File: config.mk
export PLATFORM = sky130hd
export DESIGN_NAME = fifo_stream_drain
export DESIGN_NICKNAME = d
export VERILOG_FILES = /design/src/rtl/fifo_stream_pkg.sv /design/src/rtl/stream_skid_buf.sv /design/src/rtl/fifo_stream_drain.sv
export SDC_FILE = /design/constraint.sdc
export NUM_CORES = 1
export LEC_CHECK = 0
export CORE_ASPECT_RATIO = 0.8
export CORE_UTILIZATION = 46
export DETAILED_ROUTE_END_ITERATION = 10
export PLACE_DENSITY = 0.74
export SETUP_SLACK_MARGIN = 0.15
export SYNTH_ARGS = -nofsm -noshare
export SYNTH_HDL_FRONTEND = slang
export SYNTH_HIERARCHICAL = 1
export SYNTH_SLANG_ARGS = --single-unit
export TNS_END_PERCENT = 30
File: constraint.sdc
create_clock -name MCLK -period 3.9 [get_ports MCLK]
set_clock_uncertainty 0.1 [all_clocks]
set_input_delay 0.975 -clock MCLK [delete_from_list [all_inputs] [get_ports MCLK]]
set_output_delay 0.975 -clock MCLK [all_outputs]
set_load 0.01 [all_outputs]
File: src/rtl/fifo_stream_pkg.sv
// rtl/fifo_stream_pkg.sv - shared types, width helpers and parameter checks for fifo_stream_drain
package fifo_stream_pkg;

  localparam int DATA_WIDTH_DEF = 32;

  // One output beat as seen downstream: the word plus its burst-framing flag
  typedef struct packed {
    logic [DATA_WIDTH_DEF-1:0] data;
    logic                      last;
  } beat_t;

  // Pointer width for a circular buffer; a single-entry buffer still gets one bit
  function automatic int ptr_w(input int depth);
    return (depth > 1) ? $clog2(depth) : 1;
  endfunction

  function automatic int cnt_w(input int burst_len);
    return $clog2(burst_len) + 1;
  endfunction

  function automatic bit params_ok(input int skid_depth, input int rd_latency, input int burst_len);
    return (rd_latency >= 0) && (rd_latency <= 1) &&
           (skid_depth >= rd_latency + 1) && (burst_len >= 1);
  endfunction

endpackage

File: src/rtl/stream_skid_buf.sv
// rtl/stream_skid_buf.sv - circular skid buffer; head entry is presented, push and pop may coincide at any occupancy
module stream_skid_buf
  import fifo_stream_pkg::*;
#(
  parameter int DATA_WIDTH = 32,
  parameter int DEPTH      = 2,
  parameter int OCC_W      = 2
) (
  input  logic                  MCLK,
  input  logic                  nRST,
  input  logic                  push,
  input  logic [DATA_WIDTH-1:0] push_data,
  input  logic                  pop,
  output logic [OCC_W-1:0]      occ,
  output logic [DATA_WIDTH-1:0] head
);

  localparam int PTR_W = ptr_w(DEPTH);
  localparam logic [PTR_W-1:0] LAST_PTR = PTR_W'(DEPTH - 1);

  logic [DATA_WIDTH-1:0] mem [DEPTH];
  logic [PTR_W-1:0]      wr_ptr;
  logic [PTR_W-1:0]      rd_ptr;

  function automatic logic [PTR_W-1:0] bump(input logic [PTR_W-1:0] p);
    return (p == LAST_PTR) ? '0 : p + PTR_W'(1);
  endfunction

  always_ff @(posedge MCLK or negedge nRST) begin
    if (!nRST) begin
      wr_ptr <= '0;
      rd_ptr <= '0;
      occ    <= '0;
      for (int i = 0; i < DEPTH; i++) mem[i] <= '0;
    end else begin
      if (push) begin
        mem[wr_ptr] <= push_data;
        wr_ptr      <= bump(wr_ptr);
      end
      if (pop) rd_ptr <= bump(rd_ptr);
      occ <= occ + OCC_W'(push) - OCC_W'(pop);
    end
  end

  assign head = mem[rd_ptr];

endmodule

File: src/rtl/fifo_stream_drain.sv
// rtl/fifo_stream_drain.sv - drains a FiFo through nRE/EMPTY/DOUT into a valid/ready stream with burst LAST framing
module fifo_stream_drain
  import fifo_stream_pkg::*;
#(
  parameter int DATA_WIDTH = 32,
  parameter int RD_LATENCY = 1,
  parameter int SKID_DEPTH = 2,
  parameter int BURST_LEN  = 4
) (
  input  logic                  MCLK,
  input  logic                  nRST,
  input  logic                  EN,
  output logic                  nRE,
  input  logic [DATA_WIDTH-1:0] FIFO_DIN,
  input  logic                  EMPTY,
  output logic                  M_VALID,
  input  logic                  M_READY,
  output logic [DATA_WIDTH-1:0] M_DATA,
  output logic                  M_LAST,
  output logic                  BUSY
);

  localparam int OCC_W = $clog2(SKID_DEPTH + 1);
  localparam int SUM_W = OCC_W + 1;
  localparam int CNT_W = cnt_w(BURST_LEN);
  localparam logic [CNT_W-1:0] CNT_LAST = CNT_W'(BURST_LEN - 1);

  if (!params_ok(SKID_DEPTH, RD_LATENCY, BURST_LEN)) begin : g_param_err
    $error("fifo_stream_drain: illegal SKID_DEPTH/RD_LATENCY/BURST_LEN combination");
  end

  logic [OCC_W-1:0] occ;
  logic [OCC_W-1:0] occ_nxt;
  logic             infl;
  logic             infl_nxt;
  logic [SUM_W-1:0] credit;
  logic             beat;
  logic             pop;
  logic             push;
  logic [CNT_W-1:0] cnt;

  assign beat = M_VALID & M_READY;

  // The beat leaving this cycle frees a slot, which is what keeps one word per cycle at depth 2
  assign credit = SUM_W'(occ) + SUM_W'(infl) - SUM_W'(beat);
  assign pop    = EN & ~EMPTY & (credit < SUM_W'(SKID_DEPTH));
  assign nRE    = ~pop;

  if (RD_LATENCY == 0) begin : g_fwft
    assign push     = pop;
    assign infl_nxt = 1'b0;
  end else begin : g_lat1
    assign push     = infl;
    assign infl_nxt = pop;
  end

  assign occ_nxt = occ + OCC_W'(push) - OCC_W'(beat);

  stream_skid_buf #(
    .DATA_WIDTH (DATA_WIDTH),
    .DEPTH      (SKID_DEPTH),
    .OCC_W      (OCC_W)
  ) u_buf (
    .MCLK      (MCLK),
    .nRST      (nRST),
    .push      (push),
    .push_data (FIFO_DIN),
    .pop       (beat),
    .occ       (occ),
    .head      (M_DATA)
  );

  always_ff @(posedge MCLK or negedge nRST) begin
    if (!nRST) begin
      infl    <= 1'b0;
      M_VALID <= 1'b0;
      BUSY    <= 1'b0;
      cnt     <= '0;
    end else begin
      infl    <= infl_nxt;
      M_VALID <= (occ_nxt != '0);
      BUSY    <= (occ_nxt != '0) | infl_nxt;
      if (beat) cnt <= (cnt == CNT_LAST) ? '0 : cnt + CNT_W'(1);
    end
  end

  // Qualified by M_VALID so the flag is low out of reset even when every beat is a last beat
  assign M_LAST = M_VALID & (cnt == CNT_LAST);

  always_ff @(posedge MCLK) begin
    if (nRST) begin
      assert (SUM_W'(occ) + SUM_W'(infl) <= SUM_W'(SKID_DEPTH));
    end
  end

endmodule

# ---- After elaboration in Yosys (flattened, before gate mapping)
# Cells that the tools add are included.
dict set report word_totals {
  mem_count 0
  rom_bits 0
  wordCells 41
  latchBits 0
  inputBits 37
  reg_bits 74
  output_inout_bits 36
  mem_bits_rw 0
}
dict set report op_classes {
  shifts 0
  n_bitwise 9
  magnitude_cmp 4
  n_div 0
  n_eq_ne 1
  reduce_logical 2
  add_sub_neg 7
  n_mul 0
  mux 9
}
# cell count
set ops {}
lappend ops {{$mux W32} 4}
lappend ops {{$bwmux W64} 1}
lappend ops {{$demux W32 S1} 1}
lappend ops {{$and A1 B1 Y1} 4}
lappend ops {{$ge A2 B2 Y1 const B} 2}
lappend ops {{$not A1 Y2} 2}
lappend ops {{$add A2 B1 Y3} 1}
lappend ops {{$add A3 B1 Y3 const B} 1}
lappend ops {{$eq A3 B2 Y1 const B} 1}
lappend ops {{$lt A3 B2 Y1 const B} 1}
lappend ops {{$mux W3} 1}
lappend ops {{$sub A3 B1 Y3} 1}
lappend ops {{$add A1 B1 Y1 const B} 2}
lappend ops {{$add A2 B1 Y2} 1}
lappend ops {{$lt A2 B1 Y1 const B} 1}
lappend ops {{$mux W1} 2}
lappend ops {{$not A1 Y1} 2}
lappend ops {{$reduce_bool A2 Y1} 1}
lappend ops {{$sub A2 B1 Y2} 1}
lappend ops {{$logic_and A1 B1 Y1} 1}
lappend ops {{$or A1 B1 Y1} 1}

# ---- Longest topological paths before layout
dict set report logic_depth {
  ltp_word 6
  mapped_depth 9
  depth_no_buf 9
}

# ---- Modules after synthesis
# Netlist, hierarchy kept.
# mod area_each_um2 cells_per_inst instances seq_area_each_um2
set by_module_without_submodules {}
lappend by_module_without_submodules {stream_skid_buf 2974.1 185 1 1701.6}
lappend by_module_without_submodules {fifo_stream_drain 312.8 31 1 150.1}

# ---- Worst setup path before layout
# OpenSTA, ideal clock, no wires.
dict set report synth_path {
  kind {input -> output}
  startpoint {in M_READY}
  endpoint {out nRE}
  path_stages 9
  arrival_time_ns 2.504
  path_buffers 0
  setup_slack_ns 0.321
  required_ns 2.825
  cell_sequence {nand2_1 > inv_1 > ha_1 > inv_1 > ha_1 > fa_1 > xor2_1 > nand3b_1 > or2_1}
}
dict set report synth_via {
  elab_chain_len 5
}
# item line
set synth_lines {}
lappend synth_lines {{start, declared} fifo_stream_drain.sv:17} ;# input logic M_READY,
lappend synth_lines {{$and A1 B1 Y1} fifo_stream_drain.sv:42} ;# assign beat = M_VALID & M_READY;
lappend synth_lines {{named net beat} fifo_stream_drain.sv:37} ;# logic beat;
lappend synth_lines {{$sub A3 B1 Y3} fifo_stream_drain.sv:45} ;# assign credit = SUM_W'(occ) + SUM_W'(infl) - SUM_W'(beat);
lappend synth_lines {{$lt A3 B2 Y1} fifo_stream_drain.sv:46} ;# assign pop = EN & ~EMPTY & (credit < SUM_W'(SKID_DEPTH));
lappend synth_lines {{$and A1 B1 Y1} fifo_stream_drain.sv:46}
lappend synth_lines {{$not A1 Y1} fifo_stream_drain.sv:47} ;# assign nRE = ~pop;
lappend synth_lines {{end, declared} fifo_stream_drain.sv:13} ;# output logic nRE,
# The timed path passes the listed nets, and every way through them passes these cells.

# ---- Worst setup path in the final report
# Same ends and word-level chain as after synthesis.

==> impl_metrics.toml <==
[setup_path]
required_ps = 2820
critPathLaunchType = "input pin"
endpoint_kind = "output port"
cp_common_cell = "ha_4"
endpoint = "nRE"
cpLargestDelayFamily = "adder cells"
r2r-end = "BUSY$_DFF_PN0_"
worstSetupPathDepth = 11
crit_chain = "buf_6, nand2_2, inv_2, ha_4, inv_4, ha_4, fa_2, xor2_1, nand3b_1, or2_1, buf_2"
regToRegSetupSlack_ps = 1840
startpoint = "M_READY"
critPathSlowestCell = "fa_2"
reg2reg_from = "infl$_DFF_PN0_"
reg2regPathDepth = 7
cp_max_fo = 2
cp_num_buf_inv = 4
slowest_delay_ps = 330
crit_type = "in2out"
critPathArrivalTime_ps = 2540

[final_layout]
drive_gt1_frac = 0.430
regArea_mm2 = 0.00185
multi_input_area_mm2 = 0.00136
mostFrequentLayoutCells = "mux2_2 (88), dfrtp_1 (74), clkdlybuf4s50_1 (69), clkbuf_8 (13), mux2_4 (8)"
num-fill-cells = 552
final_cells = 385
nNetsFinal = 337
diodes = 0
area_delta_synth_final_pct = 30.8
final_common_cell = "mux2_2"

[synthesis]
synth_top_area_cell = "dfrtp_1"
yosys.area.top_type_share = 0.563
avgSynthCellArea_um2 = 15.2
syn_inst = 216
yosys_warnings = 6
syn_nets = 259
seq_area_frac_synth = 0.563
ys_seq_elements = 74
synthTopCellsByArea = "dfrtp_1 (56%), mux2_2 (30%), mux2_4 (3.7%)"
netlist_area_mm2 = 0.00329
synth.distinct_cells = 22

[sta]
fmax_mhz = 276
post-route-period-util = 0.928
slew_headroom = 0.284
worstMarginPinSlew_ps = 1070
rsz0062_at_grt = "false"
finalCriticalPeriod_ps = 3620
setup_viol = 0
finalHoldViolCount = 0
drv_slew = 0

[job]
max_cap_viol_count = 0

[global_route]
antenna_found_initial = 0
grt-ovfl-total = 0
grt_pass1_wl_um = 9690
grt_usage = 0.172
grt_max_degree = 75
grt_pass1_vias = 2080

[pwr]
total_power_uw = 3680
p_leak_uw = 0.00185
power.density_mw_per_mm2 = 856
peakVddDrop_v = 0.000383

[drt]
vias_per_cell = 5.02
postRouteAntennaNets = 0
post-route-drc-count = 0
drt-pass1-iter-count = 4
drtIter0Drc = 20
vias = 1934
wirelength_um = 5920
wl_per_cell_um = 15.4

[place]
dp_cells = 369
io_buffers = 72
place.gp.congestion = 0.635
dp_hpwl_um = 3850

[clocking]
cts.path.max_buffers = 2
cts_tree = "done"
cts_root_buf = "clkbuf_8"
cts.clk_slew.worst_paths_ps = 70
cts_buffers = 9
cts_hold_buffers = 0
cts_sinks = 74
htree_levels = 3
insertion_delay_ps = 330

[hold_path]
hp-class = "reg2reg"

[outcome]
outcome = "complete, no violations"

[die]
die_area_mm2 = 0.00749
die_height_um = 77.6
fp.dieW_um = 96.5
io_pins = 73
core_mm2 = 0.00689
fp-row-count = 27
start_util = 0.477
-- area by class of cell --
type	instances	share of cell area
Inverter	9	0.00844
Clock buffer	13	0.0416
Tap cell	87	0.0253
Timing Repair Buffer	78	0.177
Multi-Input combinational cell	122	0.315
Sequential cell	74	0.431
Clock inverter	2	0.00233
-- cell usage after synthesis --
master	instances
nor2_1	1
or2_2	1
fa_1	1
or2_1	1
mux2_4	8
a21oi_1	1
nand2b_1	1
nand2_1	4
buf_8	1
dfrtp_1	74
o21ai_0	2
nand3b_1	1
a21o_1	1
mux2_2	88
buf_2	7
inv_1	9
nor2b_1	1
xnor2_1	2
buf_6	3
xor2_1	3
ha_1	5
and3_1	1
-- registers in the layout, indices dropped and copies added, names as in the netlist --
signal,count
u_buf/mem,64
cnt,3
u_buf/occ,2
BUSY,1
M_VALID,1
infl,1
u_buf/rd_ptr,1
u_buf/wr_ptr,1
-- per-stage QoR --
stage | instance area (um2) | setup TNS [ps] | utilization | hold slack, ps | setup slack, ps
finish | 4300 | 0 | 0.624 | 402 | 281
detailed placement | 4080 | -507 | 0.591 | 387 | -507
global route | 4300 | 0 | 0.624 | 415 | 157
CTS | 4290 | 0 | 0.622 | 404 | 201
global placement | 4080 | -464 | 0.591 | 370 | -464
floorplan | 3290 | 0 | - | 354 | 321
-- routing by layer --
layer,part of all wire,track usage,wire length (um),up-vias
met5,0,0,0,-
met4,0.0078,0.0574,46,0
met3,0.064,0.0608,376,6
met2,0.47,0.262,2760,54
met1,0.46,0.226,2740,977
li1,-,-,-,897
-- cells by family after synthesis --
| kind of cell | after synthesis | synth area share |
|---|---|---|
| muxes | 96 | 0.338 |
| and+or+nand+nor | 11 | 0.0175 |
| DFF | 74 | 0.563 |
| AOI/OAI and AO/OA | 4 | 0.00685 |
| buffers and inverters | 20 | 0.0358 |
| xor gates and xnor gates | 5 | 0.0133 |
| adders and majority gates | 6 | 0.0251 |
-- worst min-delay path by stage --
stage	from	end	slack (ps)	depth (start not counted)
after floorplan	cnt[1]$_DFFE_PN0P_	cnt[1]$_DFFE_PN0P_	350	2
after global placement	cnt[1]$_DFFE_PN0P_	cnt[1]$_DFFE_PN0P_	370	2
after global routing	u_buf/mem[23]$_DFFE_PN0P_	u_buf/mem[23]$_DFFE_PN0P_	420	1
after CTS	u_buf/mem[30]$_DFFE_PN0P_	u_buf/mem[30]$_DFFE_PN0P_	400	1
after detailed placement	u_buf/mem[30]$_DFFE_PN0P_	u_buf/mem[30]$_DFFE_PN0P_	390	1
final	u_buf/mem[0]$_DFFE_PN0P_	u_buf/mem[0]$_DFFE_PN0P_	400	1
-- report_power, final --
part | leakage (uW) | switching, uW | total, uW | internal [uW]
Combinational | 0.000862 | 641 | 1780 | 1140
Sequential | 0.000883 | 193 | 1350 | 1150
Clock | 0.000101 | 257 | 552 | 295
-- what timing repair did --
action,CTS,global route
buffers inserted,1,0
endpoints found under the setup margin,1,1
resized for setup,13,3
endpoints found under the hold margin,0,0
pin swaps,6,4
Power figures use the tool's default switching activity.
